`config.mk`:
```
export PLATFORM = sky130hd
export DESIGN_NAME = sp_reader
export DESIGN_NICKNAME = d
export VERILOG_FILES = /design/src/rtl/sp_reader.sv
export SDC_FILE = /design/constraint.sdc
export NUM_CORES = 1
export LEC_CHECK = 0
export CAP_MARGIN = 30
export CORE_ASPECT_RATIO = 0.5
export CORE_MARGIN = 10
export CORE_UTILIZATION = 55
export DETAILED_ROUTE_END_ITERATION = 8
export GPL_TIMING_DRIVEN = 0
export HOLD_SLACK_MARGIN = 0.1
export PLACE_DENSITY = 0.78
export SYNTH_ARGS = -nofsm -noshare
export SYNTH_HDL_FRONTEND = slang
export SYNTH_SLANG_ARGS = --single-unit
```
`constraint.sdc`:
```
create_clock -name clk_i -period 3.2 [get_ports clk_i]
set_clock_uncertainty 0.2 [all_clocks]
set_input_delay 0.32 -clock clk_i [delete_from_list [all_inputs] [get_ports clk_i]]
set_output_delay 0.32 -clock clk_i [all_outputs]
set_load 0.02 [all_outputs]
```
`src/rtl/sp_reader.sv`:
```
// ---------------------------------------------------------------------------
// sp_reader
//
// Read-side consumer of the scratchpad result memory. On request it streams
// one full result matrix (NWORDS words) out of the scratchpad for a single
// target into a local buffer. It then hands the elements to the host side
// one by one over a valid/ready handshake, tagged with their row and column.
//
// Ports
//   clk_i             clock, rising edge
//   rst_i             synchronous active-high reset
//   req_i, target_i   start a read of one target (accepted only in IDLE)
//   sp_data_i         scratchpad read data (follows its internal counter)
//   sp_finish_i       scratchpad "finished sending" flag (checked only)
//   sp_start_send_o   advances the scratchpad read counter each cycle high
//   sp_mode_o         scratchpad mode select (1 = read)
//   sp_read_target_o  target being read
//   elem_valid_o / elem_ready_i / elem_data_o / elem_row_o / elem_col_o
//                     element output stream
//   busy_o            high while fetching or draining
//   done_o            one-cycle pulse after the last element handshake
//   err_o             sticky: scratchpad had not finished at end of fetch
// ---------------------------------------------------------------------------
module sp_reader #(
    parameter int DATA_WIDTH  = 32,
    parameter int BUS_WIDTH   = 64,
    parameter int SP_NTARGETS = 4
) (
    input  logic                                        clk_i,
    input  logic                                        rst_i,
    input  logic                                        req_i,
    input  logic [$clog2(SP_NTARGETS)-1:0]              target_i,
    input  logic [BUS_WIDTH-1:0]                        sp_data_i,
    input  logic                                        sp_finish_i,
    output logic                                        sp_start_send_o,
    output logic                                        sp_mode_o,
    output logic [$clog2(SP_NTARGETS)-1:0]              sp_read_target_o,
    output logic                                        elem_valid_o,
    input  logic                                        elem_ready_i,
    output logic [BUS_WIDTH-1:0]                        elem_data_o,
    output logic [$clog2(BUS_WIDTH/DATA_WIDTH)-1:0]     elem_row_o,
    output logic [$clog2(BUS_WIDTH/DATA_WIDTH)-1:0]     elem_col_o,
    output logic                                        busy_o,
    output logic                                        done_o,
    output logic                                        err_o
);

    localparam int MAX_DIM = BUS_WIDTH / DATA_WIDTH;
    localparam int NWORDS  = MAX_DIM * MAX_DIM;
    localparam int RW      = $clog2(MAX_DIM);
    localparam int AW      = 2 * RW;
    localparam int TW      = $clog2(SP_NTARGETS);

    typedef enum logic [1:0] {
        IDLE  = 2'd0,
        FETCH = 2'd1,
        DRAIN = 2'd2,
        DONE  = 2'd3
    } state_t;

    state_t               state_reg, state_next;
    logic [AW-1:0]        cnt_reg;
    logic [TW-1:0]        target_reg;
    logic                 err_reg;
    logic                 first_reg;   // high during the first DRAIN cycle only
    logic [BUS_WIDTH-1:0] data_reg;    // registered read port of the buffer
    logic [BUS_WIDTH-1:0] buf_mem [NWORDS];

    logic last_word;
    assign last_word = (cnt_reg == AW'(NWORDS - 1));

    // ---------------- state register ----------------
    always_ff @(posedge clk_i) begin
        if (rst_i) begin
            state_reg <= IDLE;
        end else begin
            state_reg <= state_next;
        end
    end

    // ---------------- next-state logic ----------------
    always_comb begin
        state_next = state_reg;
        case (state_reg)
            IDLE:    if (req_i) state_next = FETCH;
            FETCH:   if (last_word) state_next = DRAIN;
            DRAIN:   if (elem_ready_i && last_word) state_next = DONE;
            DONE:    state_next = IDLE;
            default: state_next = IDLE;
        endcase
    end

    // ---------------- capture buffer (no reset: contents are don't-care) ----
    always_ff @(posedge clk_i) begin
        if (state_reg == FETCH) begin
            buf_mem[cnt_reg] <= sp_data_i;
        end
    end

    // ---------------- datapath / counters ----------------
    // The buffer is read through data_reg, so the next element is fetched one
    // edge ahead: word 0 at the FETCH->DRAIN edge (already written by then),
    // word cnt+1 on every non-final handshake. data_reg therefore holds still
    // while valid is high and ready is low.
    always_ff @(posedge clk_i) begin
        if (rst_i) begin
            cnt_reg    <= '0;
            target_reg <= '0;
            err_reg    <= 1'b0;
            first_reg  <= 1'b0;
            data_reg   <= '0;
        end else begin
            first_reg <= 1'b0;
            case (state_reg)
                IDLE: begin
                    if (req_i) begin
                        target_reg <= target_i;
                        err_reg    <= 1'b0;
                        cnt_reg    <= '0;
                    end
                end
                FETCH: begin
                    // NWORDS is a power of two, so the increment wraps to 0
                    // exactly when fetch ends and drain starts at word 0.
                    cnt_reg <= cnt_reg + AW'(1);
                    if (last_word) begin
                        first_reg <= 1'b1;
                        data_reg  <= buf_mem[0];
                    end
                end
                DRAIN: begin
                    if (first_reg && !sp_finish_i) begin
                        err_reg <= 1'b1;
                    end
                    if (elem_ready_i) begin
                        cnt_reg <= cnt_reg + AW'(1);
                        if (!last_word) begin
                            data_reg <= buf_mem[cnt_reg + AW'(1)];
                        end
                    end
                end
                default: ;
            endcase
        end
    end

    // ---------------- outputs ----------------
    always_comb begin
        sp_start_send_o  = 1'b0;
        sp_mode_o        = 1'b0;
        sp_read_target_o = '0;
        elem_valid_o     = 1'b0;
        elem_data_o      = '0;
        elem_row_o       = '0;
        elem_col_o       = '0;
        busy_o           = 1'b0;
        done_o           = 1'b0;
        case (state_reg)
            FETCH: begin
                sp_start_send_o  = 1'b1;
                sp_mode_o        = 1'b1;
                sp_read_target_o = target_reg;
                busy_o           = 1'b1;
            end
            DRAIN: begin
                elem_valid_o = 1'b1;
                elem_data_o  = data_reg;
                elem_row_o   = cnt_reg[AW-1:RW];
                elem_col_o   = cnt_reg[RW-1:0];
                busy_o       = 1'b1;
            end
            DONE: begin
                done_o = 1'b1;
            end
            default: ;
        endcase
    end

    assign err_o = err_reg;

endmodule

```
### After elaboration in Yosys (flattened, before gate mapping)

Memory sizes are Yosys's and may differ from the RTL's.
Cells that the tools add are included.

| operators by class | value |
|---|---|
| add/subtract/negate cells | 1 |
| equal/unequal tests | 10 |
| muxes and demuxes | 24 |
| bitwise operators | 1 |
| reduce and logical (&&, ||, !) cells | 14 |

Operator list:

| kind | number |
|---|---|
| $mux 64 | 4 |
| $pmux 64 s2 | 1 |
| $mux 2 | 6 |
| $ne 2x2->1 const B | 6 |
| $mux 1 | 10 |
| $reduce_and 3->1 | 3 |
| $pmux 2 s4 | 1 |
| $eq 2x2->1 const B | 3 |
| $pmux 2 s3 | 1 |
| $reduce_and 4->1 | 1 |
| $reduce_bool 2->1 | 2 |
| $reduce_or 2->1 | 2 |
| $reduce_bool 3->1 | 1 |
| $add 2x1->2 const B | 1 |
| $eq 2x1->1 const B | 1 |
| $logic_and 1x1->1 | 2 |
| $logic_not 2->1 | 1 |
| $pmux 1 s2 | 1 |
| $reduce_and 2->1 | 1 |
| $logic_not 1->1 | 1 |
| $not 1->1 | 1 |

| storage, ports and cells | value |
|---|---|
| bits in registers | 72 |
| RAM bits | 256 |
| bits of input ports | 71 |
| output and inout bits | 74 |
| word-level logic and storage cells | 57 |
| memories kept | 1 |

Memory list:

| memory | words | bits a word | read ports | clocked after Yosys merged registers in | write ports | line | text |
|---|---|---|---|---|---|---|---|
| buf_mem | 4 | 64 | 2 | 0 | 1 | 67 | `logic [BUS_WIDTH-1:0] buf_mem [NWORDS];` |

### Depth between registers and ports, before layout

Gate-level depths: netlist of the first run.
An unclocked memory read counts as a cell.

| depth | value |
|---|---|
| depth in word-level cells | 5 |
| depth in mapped cells | 10 |

### Least setup slack after synthesis of the first run

No wires, ideal clock.

| timing | value |
|---|---|
| kind | reg-to-reg |
| from | register state_reg[1] |
| to | memory buf_mem[0][0] (enable) |
| arrival time | 2.396 ns |
| data required time | 2.571 ns |
| setup slack | 0.175 ns |
| cell stages (with the launch flop) | 4 |
| path buffers | 0 |
| cell sequence | dfxtp_1 > inv_1 > ha_1 > and2_1 |

| on the way | value |
|---|---|
| longest elaborated chain between the ends | 3 |

RTL lines:

| what | line | text |
|---|---|---|
| start: declaration | 61 | `state_t state_reg, state_next;` |
| start signal: assignment | 77 | `state_reg <= state_next;` |
| $eq 2x1->1 | n/a |  |
| $mux 1 | n/a |  |
| via sp_mode_o | 36 | `output logic sp_mode_o,` |
| $mux 1 (not written as such) | 96 | `buf_mem[cnt_reg] <= sp_data_i;` |
| end: declaration | 67 |  |

The timed path passes the listed nets, and every way through them passes these cells.

### Worst setup path after layout of the first run

| timing | value |
|---|---|
| from | register state_reg[0] |
| to | output port elem_data_o[29] |

| on the way | value |
|---|---|
| longest elaborated chain between the ends | 2 |

RTL lines:

| what | line | text |
|---|---|---|
| $eq 2x2->1 | 158 | `case (state_reg)` |
| $mux 64 | 158 |  |
| end: declaration | 40 | `output logic [BUS_WIDTH-1:0] elem_data_o,` |

Every way passes these cells.

==> out/qor_table.md, run 1 <==
| Stage | Quantity | Value |
|---|---|---|
| run status | Status | finished clean |
| route | Total length of routed wires | 30700 µm |
| critical path | Worst path required time | 2.68 ns |
| timing | Post-route fraction of the period consumed by the critical path | 97.2% |
| cts | Clock tree buffer depth | 3 |
| synth | Post-Synthesis Cell Area | 13200 µm² |
| timing | Count of pins over their slew limit | 0 |
| timing | Final Hold Violating Endpoints | 0 |
| worst hold path | Critical hold path startpoint | target_i[1] |
| placement | Pre-CTS worst setup slack | -0.105 ns |
| critical path | R2r startpoint | cnt_reg[0]$_SDFFE_PP0P_ |
| route | Per-cell routed wire length | 22.8 µm |
| synth | Mapped Nets | 922 |
| critical path | CP Launch Type | flop |
| critical path | Critical Path Fanout Max | 10 |
| final layout | Final Net Count | 1100 |
| route | Total via count in the routed design | 7906 |
| worst hold path | Endpoint of the worst hold path | target_reg[1]$_SDFFE_PP0P_ |
| route | Iteration-0 DRC count of the detailed router | 771 |
| synth | Xor-xnor portion of the synthesized cell area | 0% |
| synth | Main synth FF type | edfxtp_1 |
| power and ir drop | Worst vdd rail ir drop | 0.603 mV |
| floorplanning | Starting utilization of the core area | 56.8% |
| critical path | Data arrival time of the critical path | 2.59 ns |
| floorplanning | Width of the chip | 239 µm |
| critical path | Worst reg2reg setup slack | 0.16 ns |
| synth | Number of enable flip-flop cells after synthesis | 256 |
| worst hold path | Hold Crit Class | in2reg |
| power and ir drop | Power dissipated by switching net loads | 0.00501 W |
| run | Max_cap viols | 0 |
| placement | HPWL reported at the end of detailed placement | 19500 µm |
| floorplanning | Vertical die dimension | 129 µm |
| floorplanning | Die Outline Area | 30900 µm² |
| critical path | R2R cell count | 9 |
| power and ir drop | Combinational power share | 35.7% |
| synth | Proportion of synthesized flip-flops having asynchronous set or reset | 0% |
| synth | Dominant combinational cell family by area after synthesis | compound AO/OA/AOI/OAI gates |
| floorplanning | Boundary pin count | 145 |
| synth | Post-Synthesis Mean Instance Area | 15.7 µm² |
| final layout | Area Overhead vs Synth | 23.2% |
| power and ir drop | Pwr/cell area | 928 nW/µm² |
| timing | Upper clock frequency limit | 0.321 GHz |
| global routing | Maximum number of pins on one net before global-route repair | 54 |
| power and ir drop | Leakage power | 5.74 nW |
| timing | Final setup violation count | 0 |
| route | Average vias per placed instance | 5.86 |
| synth | Synthesis warning total | 0 |
| global routing | Vias in the first global route | 8447 |
| final layout | Number of filler instances in the final layout | 1491 |
| cts | Clock tree from TritonCTS | yes |
| critical path | Critical Setup Path Class | reg2out |
| timing | Minimum setup slack in the final design | 0.0889 ns |
| cts | Cell chosen for the clock root | clkbuf_16 |
| route | Antenna Nets Post-Route | 0 |
| worst hold path | Worst hold path stage count | 3 |
| cts | Clock-pin transition on the worst setup and hold timing paths | 0.07 ns |
| synth | Fraction of the mapped netlist area in adder cells | 1.04% |
| route | Pre-Repair DR Iteration Count | 5 |
| synth | Area fraction of the dominant cell type after synthesis | 58.4% |
| cts | Number of H-tree levels | 1 |
| cts | Post-CTS repair timing setup buffer count | 0 |
| cts | Cts bufs inserted | 29 |
| synth | Complex-gate fraction of the synthesized area | 11.0% |
| synth | Largest cells by area after synthesis | edfxtp_1 58%, dfxtp_1 11%, a2111oi_2 6.7%, mux2_2 5.5%, and2_1 3.5% |
| critical path | Critical Path End Type | output port |
| synth | Mux share of post-synthesis cell area | 5.70% |
| global routing | Wire length of the first global-routing pass | 47000 µm |
| timing | Period minus WS final | 3.11 ns |
| placement | Count of input and output buffers | 143 |
| floorplanning | Area of the placeable core | 23200 µm² |
| timing | Unrepaired setup endpoints after global routing | true |
| cts | Clock latency at the later pin of the worst-skew pair | 0.55 ns |
| synth | Largest area contributor in the synthesized netlist | edfxtp_1 |
| critical path | Terminus of the critical flop-to-flop path | data_reg[7]$_SDFFE_PP0P_ |
| route | Post-detailed-route DRC marker count | 0 |
| cts | Number of sinks driven by the clock tree | 328 |
| power and ir drop | Internal portion of total power | 0.0101 W |
| timing | Worst slew margin relative to its limit | 43.9% |
| placement | Gp weighted congestion | 0.787 |
| synth | Flops & latches, synth | 328 |
| global routing | Total routing resource utilization after global routing | 19.3% |
| final layout | Fraction of layout cells with a size suffix above 1 | 26.6% |
| power and ir drop | Portion of total power attributed to the clock network | 25.3% |
| synth | Synth cell types | 33 |
| final layout | Max reg flops | 256 |
| floorplanning | Floorplan row count | 39 |
| global routing | Antenna violations before repair | 2 |
| global routing | Grt ovf | 0 |
| power and ir drop | Sw Share | 33.3% |
| synth | Synth Instances | 840 |
| synth | Proportion of synthesized chip area in sequential cells | 69.3% |
| synth | Library cell with the highest instance count after synthesis | edfxtp_1 |
| timing | Slew of the pin with the lowest slew margin | 0.841 ns |
| synth | Most used standard cells in the synthesized netlist | 256 x edfxtp_1, 73 x and2_1, 72 x dfxtp_1, 64 x mux2_2, 64 x nor3_1 |
| power and ir drop | Sequential cell fraction of total power | 39.0% |
| final layout | Finished Core Util | 70.0% |
| synth | Basic-gate share of the synthesized area counting and, or, nand and nor cells | 9.83% |
==> cell type report <==
class	instances	area [µm²]	share of cell area, %
Buffer	67	418	2.57
Tap cell	307	384	2.37
Multi-Input combinational cell	441	3650	22.5
Sequential cell	328	9130	56.2
Antenna cell	2	5.00	0.0308
Clock buffer	44	885	5.45
Inverter	4	15.0	0.0925
Clock inverter	10	183	1.13
Timing Repair Buffer	147	1570	9.66
==> worst max-delay path, stage by stage (launching register included) <==
cell and delay [ns]:
dfxtp_1 0.34, inv_1 0.14, ha_1 0.20, buf_4 0.20, buf_6 0.20, clkbuf_4 0.22
and2_1 0.13, clkdlybuf4s50_1 0.60
==> cells by family (layout without fill, tap and decap cells) <==
kind of cell / Yosys count / in the layout
AOI/OAI and AO/OA: 137 / 137
adders and majority gates: 11 / 11
buffers and inverters: 71 / 272
DFF: 328 / 328
muxes: 67 / 67
other: 0 / 2
and+or+nand+nor: 226 / 226
==> placed cells by master (no fill, tap or decap), drive strengths merged, types with 4 or more instances in the layout <==
| cell | netlist | final |
|---|---|---|
| mux2 | 64 | 64 |
| edfxtp | 256 | 256 |
| nand2 | 6 | 6 |
| ha | 11 | 11 |
| clkdlybuf4s50 | 0 | 104 |
| buf | 26 | 33 |
| nor2 | 72 | 72 |
| and2 | 73 | 73 |
| nor2b | 4 | 4 |
| dlygate4sd2 | 0 | 15 |
| clkbuf | 41 | 82 |
| dlymetal6s2s | 0 | 24 |
| inv | 4 | 6 |
| dfxtp | 72 | 72 |
| nor3 | 65 | 65 |
| a2111oi | 65 | 65 |
| o22ai | 63 | 63 |
| bufinv | 0 | 5 |
==> power by group through the flow <==
stage | Clock, W | Combinational [W] | Sequential, W
floorplan | 0 | 0.00390 | 0.00587
global placement | 0 | 0.00511 | 0.00598
detailed placement | 0 | 0.00535 | 0.00596
CTS | 0.00384 | 0.00540 | 0.00588
global route | 0.00402 | 0.00576 | 0.00595
finish | 0.00382 | 0.00537 | 0.00588
==> worst max-delay path by stage <==
stage / cells after the start / slack (ns) / startpoint / to
global route: 7 / -0.03 / state_reg[0]$_SDFFE_PP0P_ / elem_data_o[29]
global placement: 3 / -1.02 / state_reg[1]$_SDFFE_PP0P_ / buf_mem[3][37]$_DFFE_PP_
detailed placement: 7 / -0.10 / state_reg[0]$_SDFFE_PP0P_ / elem_data_o[33]
floorplan: 3 / 0.18 / state_reg[1]$_SDFFE_PP0P_ / buf_mem[0][0]$_DFFE_PP_
CTS: 7 / 0.01 / state_reg[0]$_SDFFE_PP0P_ / elem_data_o[24]
finish: 7 / 0.09 / state_reg[0]$_SDFFE_PP0P_ / elem_data_o[29]
==> what timing repair did <==
action / in CTS / in global routing
pin swaps: 0 / 0
setup endpoints to repair: 60 / 35
hold buffers: 0 / 0
gates resized for setup: 27 / 33
==> layer usage <==
metal | part of all wire [%] | wire (µm) | up-vias | track usage [%]
met5 | 0 | 0 | - | 0
met4 | 2.1 | 631 | 0 | 5.81
met3 | 5.2 | 1580 | 46 | 3.36
met2 | 52 | 16000 | 243 | 34.8
met1 | 41 | 12500 | 4013 | 23.6
li1 | - | - | 3604 | -
==> stage by stage <==
stage / power (W) / area [µm²] / hold slack (ns) / TNS (ns) / std cells
after global placement: 0.0111 / 15000 / 0.244 / -252.21 / 1290
after global routing: 0.0157 / 16200 / 0.188 / -0.0281 / 1350
after floorplan: 0.00977 / 13200 / 0.219 / 0 / 840
final: 0.0151 / 16200 / 0.141 / 0 / 1350
after detailed placement: 0.0113 / 15100 / 0.257 / -1.46 / 1294
after CTS: 0.0151 / 16200 / 0.130 / 0 / 1348
(Power assumes the default switching activity.)
==> run 2: changes to the inputs <==
CORE_UTILIZATION = 45   (was 55)
PLACE_DENSITY = 0.66   (was 0.78)
==> out/qor_table.md, run 2 (synthesis results as in run 1) <==
| Stage | Quantity | Value |
|---|---|---|
| critical path | Terminus of the critical flop-to-flop path | data_reg[42]$_SDFFE_PP0P_ |
| run | Max_cap viols | 0 |
| cts | Clock tree from TritonCTS | yes |
| global routing | Wire length of the first global-routing pass | 48900 µm |
| global routing | Total routing resource utilization after global routing | 16.8% |
| timing | Period minus WS final | 3.13 ns |
| floorplanning | Floorplan row count | 44 |
| critical path | Critical Path Fanout Max | 10 |
| critical path | Data arrival time of the critical path | 2.61 ns |
| final layout | Leading cell type in the layout, fill and taps excluded | edfxtp_1 |
| final layout | Final std cells w/o fill | 1437 |
| route | Total length of routed wires | 31600 µm |
| critical path | R2R cell count | 10 |
| global routing | Antenna violations before repair | 4 |
| power and ir drop | Sw Share | 33.8% |
| timing | Final setup violation count | 0 |
| worst hold path | Critical hold path startpoint | target_i[1] |
| final layout | Finished Core Util | 56.3% |
| power and ir drop | Combinational power share | 36.4% |
| cts | Clock-pin transition on the worst setup and hold timing paths | 0.06 ns |
| final layout | FF/Latch Area | 9130 µm² |
| power and ir drop | Overall power of the completed layout | 0.0148 W |
| global routing | Maximum number of pins on one net before global-route repair | 52 |
| final layout | Most frequent cells in the layout | 256 x edfxtp_1, 104 x clkdlybuf4s50_1, 72 x dfxtp_1 |
| timing | Worst hold-check slack | 0.178 ns |
| cts | Clock tree buffer depth | 3 |
| global routing | Vias in the first global route | 8478 |
| placement | Count of input and output buffers | 143 |
| route | Iteration-0 DRC count of the detailed router | 519 |
| critical path | Critical Setup Path Class | reg2out |
| route | Post-detailed-route DRC marker count | 0 |
| worst hold path | Worst hold path stage count | 3 |
| placement | Gp weighted congestion | 0.774 |
| route | Total via count in the routed design | 7774 |
| placement | Number of placed instances, taps included | 1378 |
| critical path | Critical Path End Type | output port |
| timing | Count of pins over their slew limit | 0 |
| critical path | Worst path required time | 2.68 ns |
| floorplanning | Boundary pin count | 145 |
| final layout | Max reg flops | 256 |
| final layout | Total area of multi-input combinational cells | 3650 µm² |
| final layout | Fraction of layout cells with a size suffix above 1 | 26.8% |
| timing | Slew of the pin with the lowest slew margin | 0.878 ns |
| cts | Cell chosen for the clock root | clkbuf_16 |
| final layout | Area Overhead vs Synth | 23.6% |
| final layout | Final Net Count | 1102 |
| route | Per-cell routed wire length | 22.0 µm |
| run status | Status | finished clean |
| power and ir drop | Pwr/cell area | 909 nW/µm² |
| floorplanning | Vertical die dimension | 141 µm |
| floorplanning | Area of the placeable core | 28900 µm² |
| cts | Number of sinks driven by the clock tree | 328 |
| route | Average vias per placed instance | 5.41 |
| timing | Unrepaired setup endpoints after global routing | true |
| floorplanning | Die Outline Area | 36900 µm² |
| timing | Post-route fraction of the period consumed by the critical path | 97.7% |
| critical path | Worst reg2reg setup slack | 0.20 ns |
| route | Antenna Nets Post-Route | 0 |
| cts | Clock latency at the later pin of the worst-skew pair | 0.56 ns |
| timing | Worst slew margin relative to its limit | 41.5% |
| power and ir drop | Leakage power | 5.71 nW |
| route | Pre-Repair DR Iteration Count | 4 |
| floorplanning | Starting utilization of the core area | 45.6% |
| power and ir drop | Sequential cell fraction of total power | 39.6% |
| power and ir drop | Power dissipated by switching net loads | 0.00501 W |
| power and ir drop | Portion of total power attributed to the clock network | 24.0% |
| cts | Number of H-tree levels | 1 |
| floorplanning | Width of the chip | 262 µm |
| cts | Cts bufs inserted | 30 |
| timing | Upper clock frequency limit | 0.320 GHz |
| cts | Post-CTS repair timing setup buffer count | 0 |
| global routing | Grt ovf | 0 |
| power and ir drop | Internal portion of total power | 0.00979 W |
| timing | Final Hold Violating Endpoints | 0 |
| critical path | CP Launch Type | flop |
| placement | HPWL reported at the end of detailed placement | 20000 µm |
| critical path | R2r startpoint | cnt_reg[0]$_SDFFE_PP0P_ |
| final layout | Number of filler instances in the final layout | 2293 |
| worst hold path | Endpoint of the worst hold path | target_reg[1]$_SDFFE_PP0P_ |
| worst hold path | Hold Crit Class | in2reg |
| power and ir drop | Worst vdd rail ir drop | 0.481 mV |
## run 2: metrics by stage
stage	setup TNS (ns)	instance area, µm²	worst slack, ns
floorplan	0	13200	0.175
global placement	-285.42	15100	-1.18
detailed placement	-2.95	15200	-0.198
CTS	0	16200	0.000984
global route	-0.0817	16300	-0.0776
finish	0	16300	0.0750
## run 2: how the worst max path moves through the flow
stage / start / end / slack (ns) / cells after the start
after floorplan: state_reg[1]$_SDFFE_PP0P_ / buf_mem[0][0]$_DFFE_PP_ / 0.18 / 3
after global placement: state_reg[1]$_SDFFE_PP0P_ / buf_mem[3][38]$_DFFE_PP_ / -1.18 / 3
after detailed placement: state_reg[0]$_SDFFE_PP0P_ / elem_data_o[23] / -0.20 / 7
after CTS: state_reg[0]$_SDFFE_PP0P_ / elem_data_o[44] / 0.001 / 7
after global routing: state_reg[0]$_SDFFE_PP0P_ / elem_data_o[54] / -0.08 / 7
final: state_reg[0]$_SDFFE_PP0P_ / elem_data_o[54] / 0.07 / 7
## run 2: per-layer routing
metal | GRT usage [%] | part of all wire (%)
met2 | 30.5 | 53
met5 | 0 | 0.041
met4 | 4.39 | 2.0
met1 | 20.1 | 41
met3 | 3.33 | 4.2
## run 2: final cells by class
cell class | instances | share of cell area [%]
buffer | 67 | 2.67
inverter | 4 | 0.0922
antenna | 3 | 0.0461
multi-input combinational | 441 | 22.4
sequential | 328 | 56.1
clock buffer | 45 | 5.33
timing repair buffer | 148 | 9.74
clock inverter | 10 | 0.638
tap | 391 | 3.01
## run 2: critical path: stages (launching register included)
cell and delay [ns]:
dfxtp_1 0.34, inv_1 0.14, ha_1 0.19, buf_4 0.20, buf_6 0.21, clkbuf_4 0.22
and2_1 0.13, clkdlybuf4s50_1 0.60
## run 2: timing repair
action                                 CTS  global route
endpoints found under the hold margin    1             0
resized for setup                       27            51
hold buffers                             1             0
setup endpoints to repair               56            66
## run 2: power groups by stage
stage | combinational (W) | sequential, W | clock [W]
after floorplan | 0.00390 | 0.00587 | 0
after detailed placement | 0.00540 | 0.00595 | 0
after global routing | 0.00583 | 0.00594 | 0.00379
after CTS | 0.00543 | 0.00587 | 0.00361
after global placement | 0.00518 | 0.00599 | 0
final | 0.00539 | 0.00587 | 0.00355
